## src/rtl/fft_agu_seq.sv

```systemverilog
// -----------------------------------------------------------------------------
// fft_agu_seq
//   Self-sequencing address generation unit for an in-place radix-2 DIT FFT of
//   size N = 2**LOG2N. It owns the load, butterfly and unload counters and
//   drives two ping-pong sample RAM banks (dual-port, 1-cycle read latency)
//   plus the twiddle ROM. The top level only supplies handshakes.
//
//   Frame: IDLE -> LOAD (N bit-reversed writes to bank 0)
//               -> { PROC (N/2 butterfly issues) -> DRAIN } x LOG2N levels
//               -> UNLOAD (N natural-order reads from bank LOG2N[0]) -> IDLE.
//
// Parameters
//   LOG2N     log2 of FFT size (3..12)
//   BFLY_LAT  cycles from read issue to the matching butterfly write (1..8)
//
// Ports
//   clk            system clock, rising edge
//   reset          asynchronous active-low reset
//   start          begin a frame (sampled only in IDLE)
//   in_valid       input sample present (LOAD only)
//   out_ready      consumer takes a result read (UNLOAD only)
//   rd_addr_a/b    read addresses, rd_en read strobe, rd_bank bank to read
//   wr_addr_a/b    write addresses, wr_en write strobe, wr_b_en port-b strobe
//                  (butterfly writes only), wr_bank bank to write
//   twiddle_addr   twiddle ROM address, aligned with the read addresses
//   level          current FFT level
//   busy           high in any state other than IDLE
//   done           one-cycle pulse after the last unload read
//
// Optional build macro
//   FFT_AGU_REGOUT_EN  adds one register stage on every address, strobe, bank
//                      and twiddle output; DRAIN grows to BFLY_LAT+1 cycles and
//                      done is delayed by one cycle. Read-to-write alignment at
//                      the outputs stays BFLY_LAT.
// -----------------------------------------------------------------------------
module fft_agu_seq #(
  parameter int LOG2N    = 9,
  parameter int BFLY_LAT = 3
) (
  input  logic             clk,
  input  logic             reset,
  input  logic             start,
  input  logic             in_valid,
  input  logic             out_ready,
  output logic [LOG2N-1:0] rd_addr_a,
  output logic [LOG2N-1:0] rd_addr_b,
  output logic             rd_en,
  output logic             rd_bank,
  output logic [LOG2N-1:0] wr_addr_a,
  output logic [LOG2N-1:0] wr_addr_b,
  output logic             wr_en,
  output logic             wr_b_en,
  output logic             wr_bank,
  output logic [LOG2N-2:0] twiddle_addr,
  output logic [LOG2N-1:0] level,
  output logic             busy,
  output logic             done
);

  localparam int N    = 1 << LOG2N;
  localparam int HALF = N / 2;
`ifdef FFT_AGU_REGOUT_EN
  localparam int DRAIN_LEN = BFLY_LAT + 1;
`else
  localparam int DRAIN_LEN = BFLY_LAT;
`endif
  localparam int DCW = $clog2(DRAIN_LEN + 1);

  localparam logic [LOG2N-1:0] CNT_ZERO   = {LOG2N{1'b0}};
  localparam logic [LOG2N-1:0] CNT_ONE    = LOG2N'(1);
  localparam logic [LOG2N-1:0] CNT_LAST   = LOG2N'(N - 1);
  localparam logic [LOG2N-1:0] J_LAST     = LOG2N'(HALF - 1);
  localparam logic [LOG2N-1:0] LVL_LAST   = LOG2N'(LOG2N - 1);
  localparam logic [DCW-1:0]   DRAIN_ZERO = {DCW{1'b0}};
  localparam logic [DCW-1:0]   DRAIN_ONE  = DCW'(1);
  localparam logic [DCW-1:0]   DRAIN_LAST = DCW'(DRAIN_LEN - 1);
  // An even number of ping-pong passes leaves the result in bank 0.
  localparam logic             RES_BANK   = 1'(LOG2N % 2);

  typedef enum logic [2:0] {
    S_IDLE   = 3'd0,
    S_LOAD   = 3'd1,
    S_PROC   = 3'd2,
    S_DRAIN  = 3'd3,
    S_UNLOAD = 3'd4
  } state_t;

  // ---------------------------------------------------------------------------
  // Address helpers
  // ---------------------------------------------------------------------------
  function automatic logic [LOG2N-1:0] bit_rev(input logic [LOG2N-1:0] x);
    logic [LOG2N-1:0] r;
    for (int i = 0; i < LOG2N; i++) begin
      r[i] = x[LOG2N-1-i];
    end
    return r;
  endfunction

  // Rotate left over LOG2N bits; sh is always below LOG2N.
  function automatic logic [LOG2N-1:0] rotl(input logic [LOG2N-1:0] x,
                                            input logic [LOG2N-1:0] sh);
    return (x << sh) | (x >> (LOG2N - int'(sh)));
  endfunction

  // Keeps the top `lvl` bits of j. Equivalent to sign-extending shift of
  // the MSB-only word right by lvl and dropping its top bit.
  function automatic logic [LOG2N-2:0] tw_mask(input logic [LOG2N-1:0] lvl);
    return ~({(LOG2N-1){1'b1}} >> lvl);
  endfunction

  // ---------------------------------------------------------------------------
  // State
  // ---------------------------------------------------------------------------
  state_t           state_q, state_d;
  logic [LOG2N-1:0] cnt_q, cnt_d;
  logic [LOG2N-1:0] level_q, level_d;
  logic [DCW-1:0]   drain_q, drain_d;
  logic             done_q, done_d;

  // Write delay line carrying each butterfly issue forward BFLY_LAT cycles.
  logic [BFLY_LAT-1:0]            pipe_vld_q, pipe_vld_d;
  logic [BFLY_LAT-1:0]            pipe_bank_q, pipe_bank_d;
  logic [BFLY_LAT-1:0][LOG2N-1:0] pipe_a_q, pipe_a_d;
  logic [BFLY_LAT-1:0][LOG2N-1:0] pipe_b_q, pipe_b_d;

  // Un-staged output values.
  logic             issue_s;
  logic             ld_wr_s;
  logic [LOG2N-1:0] ld_addr_s;
  logic             rd_en_d, rd_bank_d;
  logic [LOG2N-1:0] rd_addr_a_d, rd_addr_b_d;
  logic [LOG2N-2:0] twiddle_addr_d;
  logic             wr_en_d, wr_b_en_d, wr_bank_d;
  logic [LOG2N-1:0] wr_addr_a_d, wr_addr_b_d;

  // Next-state, counter updates, read-side outputs and load writes.
  always_comb begin
    state_d        = state_q;
    cnt_d          = cnt_q;
    level_d        = level_q;
    drain_d        = drain_q;
    done_d         = 1'b0;
    issue_s        = 1'b0;
    ld_wr_s        = 1'b0;
    ld_addr_s      = CNT_ZERO;
    rd_en_d        = 1'b0;
    rd_bank_d      = 1'b0;
    rd_addr_a_d    = CNT_ZERO;
    rd_addr_b_d    = CNT_ZERO;
    twiddle_addr_d = {(LOG2N-1){1'b0}};

    case (state_q)
      S_IDLE: begin
        if (start) begin
          state_d = S_LOAD;
          cnt_d   = CNT_ZERO;
        end else begin
          state_d = S_IDLE;
        end
      end

      S_LOAD: begin
        if (in_valid) begin
          ld_wr_s   = 1'b1;
          ld_addr_s = bit_rev(cnt_q);
          if (cnt_q == CNT_LAST) begin
            state_d = S_PROC;
            cnt_d   = CNT_ZERO;
            level_d = CNT_ZERO;
          end else begin
            cnt_d = cnt_q + CNT_ONE;
          end
        end else begin
          cnt_d = cnt_q;
        end
      end

      S_PROC: begin
        issue_s        = 1'b1;
        rd_en_d        = 1'b1;
        rd_bank_d      = level_q[0];
        rd_addr_a_d    = rotl({cnt_q[LOG2N-2:0], 1'b0}, level_q);
        rd_addr_b_d    = rotl({cnt_q[LOG2N-2:0], 1'b1}, level_q);
        twiddle_addr_d = cnt_q[LOG2N-2:0] & tw_mask(level_q);
        if (cnt_q == J_LAST) begin
          state_d = S_DRAIN;
          cnt_d   = CNT_ZERO;
          drain_d = DRAIN_ZERO;
        end else begin
          cnt_d = cnt_q + CNT_ONE;
        end
      end

      // Lets the in-flight writes land before the next level reads them.
      S_DRAIN: begin
        if (drain_q == DRAIN_LAST) begin
          drain_d = DRAIN_ZERO;
          if (level_q == LVL_LAST) begin
            state_d = S_UNLOAD;
            level_d = CNT_ZERO;
            cnt_d   = CNT_ZERO;
          end else begin
            state_d = S_PROC;
            level_d = level_q + CNT_ONE;
            cnt_d   = CNT_ZERO;
          end
        end else begin
          drain_d = drain_q + DRAIN_ONE;
        end
      end

      S_UNLOAD: begin
        if (out_ready) begin
          rd_en_d     = 1'b1;
          rd_bank_d   = RES_BANK;
          rd_addr_a_d = cnt_q;
          if (cnt_q == CNT_LAST) begin
            state_d = S_IDLE;
            cnt_d   = CNT_ZERO;
            done_d  = 1'b1;
          end else begin
            cnt_d = cnt_q + CNT_ONE;
          end
        end else begin
          cnt_d = cnt_q;
        end
      end

      default: begin
        state_d = S_IDLE;
        cnt_d   = CNT_ZERO;
        level_d = CNT_ZERO;
        drain_d = DRAIN_ZERO;
      end
    endcase
  end

  // Write delay line: stage 0 captures the current issue, the rest shift.
  always_comb begin
    pipe_vld_d     = pipe_vld_q;
    pipe_bank_d    = pipe_bank_q;
    pipe_a_d       = pipe_a_q;
    pipe_b_d       = pipe_b_q;
    pipe_vld_d[0]  = issue_s;
    pipe_bank_d[0] = issue_s & ~rd_bank_d;
    pipe_a_d[0]    = issue_s ? rd_addr_a_d : CNT_ZERO;
    pipe_b_d[0]    = issue_s ? rd_addr_b_d : CNT_ZERO;
    for (int k = 1; k < BFLY_LAT; k++) begin
      pipe_vld_d[k]  = pipe_vld_q[k-1];
      pipe_bank_d[k] = pipe_bank_q[k-1];
      pipe_a_d[k]    = pipe_a_q[k-1];
      pipe_b_d[k]    = pipe_b_q[k-1];
    end
  end

  // Write port mux: load writes and butterfly writes never overlap in time.
  always_comb begin
    wr_en_d     = ld_wr_s | pipe_vld_q[BFLY_LAT-1];
    wr_b_en_d   = pipe_vld_q[BFLY_LAT-1];
    wr_bank_d   = pipe_bank_q[BFLY_LAT-1];
    wr_addr_b_d = pipe_b_q[BFLY_LAT-1];
    if (ld_wr_s) begin
      wr_addr_a_d = ld_addr_s;
    end else begin
      wr_addr_a_d = pipe_a_q[BFLY_LAT-1];
    end
  end

  // State, counters and delay line registers.
  always_ff @(posedge clk or negedge reset) begin
    if (!reset) begin
      state_q     <= S_IDLE;
      cnt_q       <= CNT_ZERO;
      level_q     <= CNT_ZERO;
      drain_q     <= DRAIN_ZERO;
      done_q      <= 1'b0;
      pipe_vld_q  <= {BFLY_LAT{1'b0}};
      pipe_bank_q <= {BFLY_LAT{1'b0}};
      pipe_a_q    <= {(BFLY_LAT*LOG2N){1'b0}};
      pipe_b_q    <= {(BFLY_LAT*LOG2N){1'b0}};
    end else begin
      state_q     <= state_d;
      cnt_q       <= cnt_d;
      level_q     <= level_d;
      drain_q     <= drain_d;
      done_q      <= done_d;
      pipe_vld_q  <= pipe_vld_d;
      pipe_bank_q <= pipe_bank_d;
      pipe_a_q    <= pipe_a_d;
      pipe_b_q    <= pipe_b_d;
    end
  end

`ifdef FFT_AGU_REGOUT_EN
  logic             rd_en_q, rd_bank_q;
  logic [LOG2N-1:0] rd_addr_a_q, rd_addr_b_q;
  logic [LOG2N-2:0] twiddle_addr_q;
  logic             wr_en_q, wr_b_en_q, wr_bank_q;
  logic [LOG2N-1:0] wr_addr_a_q, wr_addr_b_q;
  logic             done_dly_q;

  // Output register stage.
  always_ff @(posedge clk or negedge reset) begin
    if (!reset) begin
      rd_en_q        <= 1'b0;
      rd_bank_q      <= 1'b0;
      rd_addr_a_q    <= CNT_ZERO;
      rd_addr_b_q    <= CNT_ZERO;
      twiddle_addr_q <= {(LOG2N-1){1'b0}};
      wr_en_q        <= 1'b0;
      wr_b_en_q      <= 1'b0;
      wr_bank_q      <= 1'b0;
      wr_addr_a_q    <= CNT_ZERO;
      wr_addr_b_q    <= CNT_ZERO;
      done_dly_q     <= 1'b0;
    end else begin
      rd_en_q        <= rd_en_d;
      rd_bank_q      <= rd_bank_d;
      rd_addr_a_q    <= rd_addr_a_d;
      rd_addr_b_q    <= rd_addr_b_d;
      twiddle_addr_q <= twiddle_addr_d;
      wr_en_q        <= wr_en_d;
      wr_b_en_q      <= wr_b_en_d;
      wr_bank_q      <= wr_bank_d;
      wr_addr_a_q    <= wr_addr_a_d;
      wr_addr_b_q    <= wr_addr_b_d;
      done_dly_q     <= done_q;
    end
  end

  assign rd_en        = rd_en_q;
  assign rd_bank      = rd_bank_q;
  assign rd_addr_a    = rd_addr_a_q;
  assign rd_addr_b    = rd_addr_b_q;
  assign twiddle_addr = twiddle_addr_q;
  assign wr_en        = wr_en_q;
  assign wr_b_en      = wr_b_en_q;
  assign wr_bank      = wr_bank_q;
  assign wr_addr_a    = wr_addr_a_q;
  assign wr_addr_b    = wr_addr_b_q;
  assign done         = done_dly_q;
`else
  assign rd_en        = rd_en_d;
  assign rd_bank      = rd_bank_d;
  assign rd_addr_a    = rd_addr_a_d;
  assign rd_addr_b    = rd_addr_b_d;
  assign twiddle_addr = twiddle_addr_d;
  assign wr_en        = wr_en_d;
  assign wr_b_en      = wr_b_en_d;
  assign wr_bank      = wr_bank_d;
  assign wr_addr_a    = wr_addr_a_d;
  assign wr_addr_b    = wr_addr_b_d;
  assign done         = done_q;
`endif

  assign busy  = (state_q != S_IDLE);
  assign level = level_q;

endmodule
```

## config.mk

```make
export PLATFORM = sky130hd
export DESIGN_NAME = fft_agu_seq
export DESIGN_NICKNAME = d
export VERILOG_FILES = /design/src/rtl/fft_agu_seq.sv
export SDC_FILE = /design/constraint.sdc
export NUM_CORES = 1
export LEC_CHECK = 0
export ABC_AREA = 0
export CAP_MARGIN = 20
export CELL_PAD_IN_SITES_DETAIL_PLACEMENT = 2
export CELL_PAD_IN_SITES_GLOBAL_PLACEMENT = 2
export CORE_UTILIZATION = 35
export DETAILED_ROUTE_END_ITERATION = 8
export HOLD_SLACK_MARGIN = 0.06
export PLACE_DENSITY_LB_ADDON = 0.1
export SKIP_CTS_REPAIR_TIMING = 1
export SLEW_MARGIN = 20
export SYNTH_ARGS = -nofsm -noshare
export SYNTH_HDL_FRONTEND = slang
export SYNTH_SLANG_ARGS = --single-unit
```

## constraint.sdc

```tcl
create_clock -name clk -period 4.71 [get_ports clk]
set_input_delay 0.942 -clock clk [delete_from_list [all_inputs] [get_ports clk]]
set_output_delay 0.942 -clock clk [all_outputs]
set_load 0.02 [all_outputs]
```

==> run summary, run 1 <==
Outcome -> complete, but fails checks
Failing checks -> design-rule violations
I/O Buffers -> 64
Worst-path fanout max -> 7
Clock Sinks -> 84
Seq cells post-synth -> 84
Unique masters post-synth -> 62
Setup total negative slack -> 0 ns
Pwr Density -> 276 nW/um^2
Slew Limit Fails -> 0
Clock skew -> 0.00821 ns
Comb power frac -> 1.3%
H-tree depth -> 3
RSZ-0062 raised after global routing -> false
DR vias/cell -> 5.68
Die W -> 112 um
Nets -> 481
Cell count after synthesis -> 423
Worst Tran Pin Value -> 0.899 ns
Switch Pwr -> 0.000307 W
EDFF count, synth -> 0
N_diodes -> 0
Clk pin slew, worst setup/hold paths -> 0.06 ns
Share of the synthesized area in the top cell type -> 49.5%
Worst path required time -> 3.77 ns
Antenna violation net count after detailed routing -> 0
Warnings, synthesis -> 0
FMAX -> 0.231 GHz
Initial drt markers -> 239
Initial Utilization -> 36.6%
Area of the multi-input gates -> 1920 um^2
Pin count of the biggest net entering global routing -> 50
Area added between synthesis and finish -> 23.4%
Layout cells sized above 1 -> 11.6%
Clock Latency Late Sink -> 0.34 ns
Total power -> 0.00145 W
Clock root buffer -> clkbuf_16
Final wirelength -> 13.8 mm
VDD IR max -> 0.255 mV
1st-pass router iterations -> 6
Reg area -> 2100 um^2
WL per Instance -> 22.4 um
CP max-delay cell -> or4_1
Worst Setup Slack, final -> 0.388 ns
Post-synth ARST share -> 100%
GPL Wtd Cong -> 0.861
Area leader, netlist -> dfrtp_1
Worst-path cell chain -> or4_1, nor3_1, nand2_1, o221ai_1, clkdlybuf4s50_1
Top post-synthesis cells by area -> dfrtp_1 49%, nand2_1 4.0%, mux2_2 3.7%, mux2i_1 3.1%, nor2_1 2.9%
CTS tree -> built
CP max stage delay -> 0.76 ns
Hold Fails Final Rpt -> 0
Cts bufs inserted -> 9
Sequential element share of the synthesized area -> 49.5%
Final Instance Count excl. Fillers -> 616
Initial antenna violation count -> 0
Dpl cells -> 600
Max_cap viols -> 0
Seq pwr share -> 49.9%
First-pass GRT wire length -> 22.0 mm
Clk pwr share -> 48.8%
Final period util -> 91.8%
Via count -> 3501
Synthesized area -> 4250 um^2
Worst rel slew slack -> 39.4%
Min Tclk post-route -> 4.32 ns
Leakage -> 2.30 nW
# DRC -> 3
Via count of the first global-routing pass -> 3762
GR Overflow Total -> 0
P_int -> 0.00114 W
Core Util, Final -> 45.1%
Arr. time, crit path -> 3.38 ns
Cell Rows -> 39
All-Layer GR Usage -> 23.3%
Hold Path Class -> reg2reg
I/O pin cnt -> 65
# setup viols final -> 0
Startpoint types -> flip-flop
Die Y -> 112 um
Fillers -> 1229
Setup Crit Path Kind -> reg2out
CP Capture Type -> primary output
Sw frac -> 21.3%
Syn Area/Cell -> 10.0 um^2
Core area -> 11600 um^2
Detailed placer's ending HPWL -> 9.64 mm
Clock Tree Buf Depth -> 2
Post-Syn Nets -> 436
Dominant synthesized flop cell -> dfrtp_1
Pre-CTS setup slack -> 0.777 ns
Die area -> 12600 um^2
-- cells in the mapped netlist, types with 3 or more instances --
cell type  count
dfrtp_1       84
nand2_1       45
nor2_1        33
clkbuf_1      22
a21oi_1       19
o21ai_0       16
mux2_2        14
mux2i_1       13
nand3_1       13
nor3_1        13
and3_1        10
inv_1         10
buf_4          9
ha_1           8
o211ai_1       7
buf_2          6
a31oi_1        5
nand2b_1       5
nor2b_1        5
or2_2          5
xnor2_1        5
a211oi_1       4
a21o_1         4
and2_1         4
nor3b_1        4
o21a_1         4
or4_1          4
a32oi_1        3
nand4_1        3
nor4_1         3
o211a_1        3
-- logic make-up (layout without fill, tap and decap cells) --
kind of cell	Yosys count	in the layout	share of synthesized area [%]
AND/OR/NAND/NOR	156	156	18.5
flip-flops	84	84	49.5
multiplexers	29	29	7.83
adder cells (fa/ha/maj)	8	8	2.36
AO/OA/AOI/OAI	90	90	15.1
XOR/XNOR	6	6	1.24
buffers and inverters	50	100	5.51
-- final timing paths --
path	startpoint	slack, ns	to	cells after the start
min in group asynchronous	reset	0.57	pipe_bank_q[1]	1
max in group asynchronous	reset	3.13	cnt_q[5]	2
setup / recovery	level[5]	0.39	rd_addr_b[0]	5
hold / removal	pipe_a_d[12]	0.35	pipe_a_d[21]	0
setup reg to reg	cnt_q[0]	1.37	state_q[1]	10
hold reg to reg	pipe_a_d[12]	0.35	pipe_a_d[21]	0
-- cell usage in the layout, fill, tap and decap left out, drive strengths merged, types with 5 or more instances in the layout --
master / instances
mux2: 14
clkdlybuf4s50: 63
mux2i: 13
and3: 10
xnor2: 5
nand3: 13
nand2: 45
inv: 10
clkbuf: 11
nor3: 13
buf: 11
or2: 5
a21oi: 20
a31oi: 5
nand2b: 5
o211ai: 7
ha: 8
dfrtp: 84
nor2: 34
o21ai: 18
nor2b: 5
-- power groups by stage --
stage / logic [W] / clock network [W] / registers [W]
final: 0.0000188 / 0.000705 / 0.000721
after global placement: 0.0000194 / 0 / 0.000735
after global routing: 0.0000218 / 0.000751 / 0.000721
after floorplan: 0.000000366 / 0 / 0.000735
after detailed placement: 0.0000202 / 0 / 0.000735
after CTS: 0.0000202 / 0.000724 / 0.000721
-- cell type report --
cell class | count | share of cell area (%)
well taps | 143 | 3.41
inverters | 10 | 0.716
flip-flops and latches | 84 | 40.1
multi-input cells | 289 | 36.5
repair buffers | 74 | 13.6
clock inverters | 5 | 1.19
clock buffers | 11 | 4.44
-- metal layers --
layer | track usage, % | wire length [um]
met5 | 0 | 0
met4 | 8.71 | 289
met3 | 3.08 | 402
met2 | 39.2 | 6770
met1 | 30.8 | 6360
-- per-stage QoR --
step | instance area, um^2 | hold slack, ns
2_1_floorplan | 4250 | 0.331
3_3_place_gp | 4940 | 0.331
3_5_place_dp | 4940 | 0.336
4_1_cts | 5240 | 0.350
5_1_grt | 5240 | 0.360
6_report | 5240 | 0.349
-- worst max-delay path, delay by kind of cell, from the launching register on --
kind                   cells  cell delay (ns)
flip-flops                 1             0.44
AO/OA/AOI/OAI              1             0.40
AND/OR/NAND/NOR            3             1.49
buffers and inverters      1             0.70
-- registers in the layout, summed over array words and instances, names as in the netlist --
name / flops
cnt_q: 9
state_q: 3
pipe_bank_q: 3
pipe_a_q: 9
wr_addr_b: 9
pipe_b_d: 18
pipe_vld_q: 3
pipe_a_d: 18
done: 1
level: 9
drain_q: 2
(Power assumes the default switching activity.)
==> inputs of run 2 (changes only) <==
- GPL_TIMING_DRIVEN: default -> 0
==> run 2 against run 1 <==
  * The flow still finishes with violations (design-rule violations)
  * Combinational power rose by 4%
  * Power is 1.3% lower
  * Register-to-register slack improved by 0.02 ns
  * Cell count is 5.0% higher
  * Critical path type unchanged
  * Critical endpoint is now rd_addr_b[4]
  * Largest cell class unchanged
==> run summary, run 2 (synthesis results as in run 1) <==
Clock root buffer -> clkbuf_16
Critical Path Start -> level[2]
Hold Path Class -> reg2reg
FMAX -> 0.217 GHz
Pre-CTS setup slack -> -0.274 ns
Initial antenna violation count -> 0
Setup total negative slack -> 0 ns
Via count of the first global-routing pass -> 4132
Clock Sinks -> 84
N_diodes -> 0
RSZ-0062 raised after global routing -> false
Finished Cell Area -> 5440 um^2
Commonest non-fill, non-tap cell in the layout -> dfrtp_1
# setup viols final -> 0
VDD IR max -> 0.157 mV
Arr. time, crit path -> 3.67 ns
Worst path required time -> 3.77 ns
Met2 usage -> 43.4%
Clock Tree Buf Depth -> 2
Final wirelength -> 14.5 mm
Initial drt markers -> 193
Grt peak-use layer -> met2
Die Y -> 112 um
Min Tclk post-route -> 4.62 ns
Die area -> 12600 um^2
Area added between synthesis and finish -> 28.0%
1st-pass router iterations -> 6
Nets -> 512
Die W -> 112 um
WL per Instance -> 22.4 um
Pwr Density -> 262 nW/um^2
I/O pin cnt -> 65
Clk pin slew, worst setup/hold paths -> 0.06 ns
H-tree depth -> 3
Outcome -> complete, but fails checks
# DRC -> 3
Initial Utilization -> 36.6%
Final period util -> 98.0%
Hold_sp -> pipe_a_d[19]
Leakage -> 2.41 nW
Clock skew -> 0.00503 ns
CTS tree -> built
Startpoint types -> flip-flop
First-pass GRT wire length -> 23.7 mm
Worst Setup Slack, final -> 0.0945 ns
DR vias/cell -> 5.61
CP Capture Type -> primary output
Reg2reg start -> cnt_q[1]
GR Overflow Total -> 0
I/O Buffers -> 64
GR Util met1 -> 32.1%
Detailed placer's ending HPWL -> 10.5 mm
Global-route track usage on met3 -> 3.56%
Clock Latency Late Sink -> 0.35 ns
Worst Tran Pin Value -> 0.944 ns
Cts bufs inserted -> 9
Hold Fails Final Rpt -> 0
Failing checks -> design-rule violations
All-Layer GR Usage -> 25.0%
Via count -> 3630
Final hold slack -> 0.347 ns
Setup Crit Path Kind -> reg2out
Pin count of the biggest net entering global routing -> 46
Slew Limit Fails -> 0
Most frequent cells in the layout -> 83 x dfrtp_1, 61 x clkdlybuf4s50_1, 45 x nand2_1
Layout cells sized above 1 -> 14.9%
Cell Rows -> 39
Core area -> 11600 um^2
Antenna violation net count after detailed routing -> 0
Worst rel slew slack -> 36.4%
Instance area at placement -> 5080 um^2
Max_cap viols -> 0
GPL Wtd Cong -> 0.864
Worst-path fanout max -> 10
==> run 2: cell types whose count changed in the layout (fill, tap and decap cells not counted), moves of 2 or more <==
cell,change
clkbuf_1,+17
buf_2,+7
a2111oi_1,-2
buf_1,+2
buf_4,+2
clkbuf_8,+2
clkdlybuf4s50_1,-2
clkinv_2,+2
dlymetal6s2s_1,+2
==> run 2: worst paths after layout <==
check,to,slack (ns),cells past startpoint
max in group asynchronous,pipe_a_d[10],3.50,2
max,rd_addr_b[4],0.09,10
min reg2reg,pipe_a_q[19],0.35,0
min in group asynchronous,pipe_vld_q[2],0.58,1
max reg2reg,state_q[1],1.39,10
min,pipe_a_q[19],0.35,0
==> run 2: worst max-delay path: stages, from the launching register on <==
cell and delay (ns):
dfrtp_1 0.42, buf_2 0.22, inv_1 0.17, ha_1 0.19, or3b_4 0.44, a2111o_1 0.51
nor2_2 0.25, o211ai_1 0.20, o211ai_1 0.18, buf_4 0.16, clkdlybuf4s50_1 0.59
==> run 2: layout make-up <==
| cell class | count | area, um^2 |
|---|---|---|
| Tap cell | 143 | 179 |
| Buffer | 37 | 181 |
| Fill cell | 1265 | 6180 |
| Inverter | 10 | 41.3 |
| Multi-Input combinational cell | 289 | 1960 |
| Sequential cell | 84 | 2100 |
| Clock inverter | 5 | 36.3 |
| Clock buffer | 11 | 253 |
| Timing Repair Buffer | 68 | 686 |
==> run 2: layer usage <==
| metal | vias to the layer above | part of all wire (%) |
|---|---|---|
| li1 | 1649 | - |
| met1 | 1889 | 45 |
| met2 | 76 | 50 |
| met3 | 16 | 3.0 |
| met4 | 0 | 1.6 |
| met5 | - | 0 |
==> run 2: where the power goes <==
group | leakage [nW] | internal [W] | switching [W] | total (W)
clock | 0.145 | 0.000387 | 0.000298 | 0.000685
sequential | 1.00 | 0.000721 | 0 | 0.000721
combinational | 1.26 | 0.00000468 | 0.0000149 | 0.0000196
==> run 2: stage by stage <==
stage	instances	util [%]	power [W]
floorplan	423	-	0.000735
global placement	630	43.6	0.000754
detailed placement	631	43.8	0.000756
CTS	647	46.3	0.00144
global route	647	46.8	0.00147
finish	647	46.8	0.00143
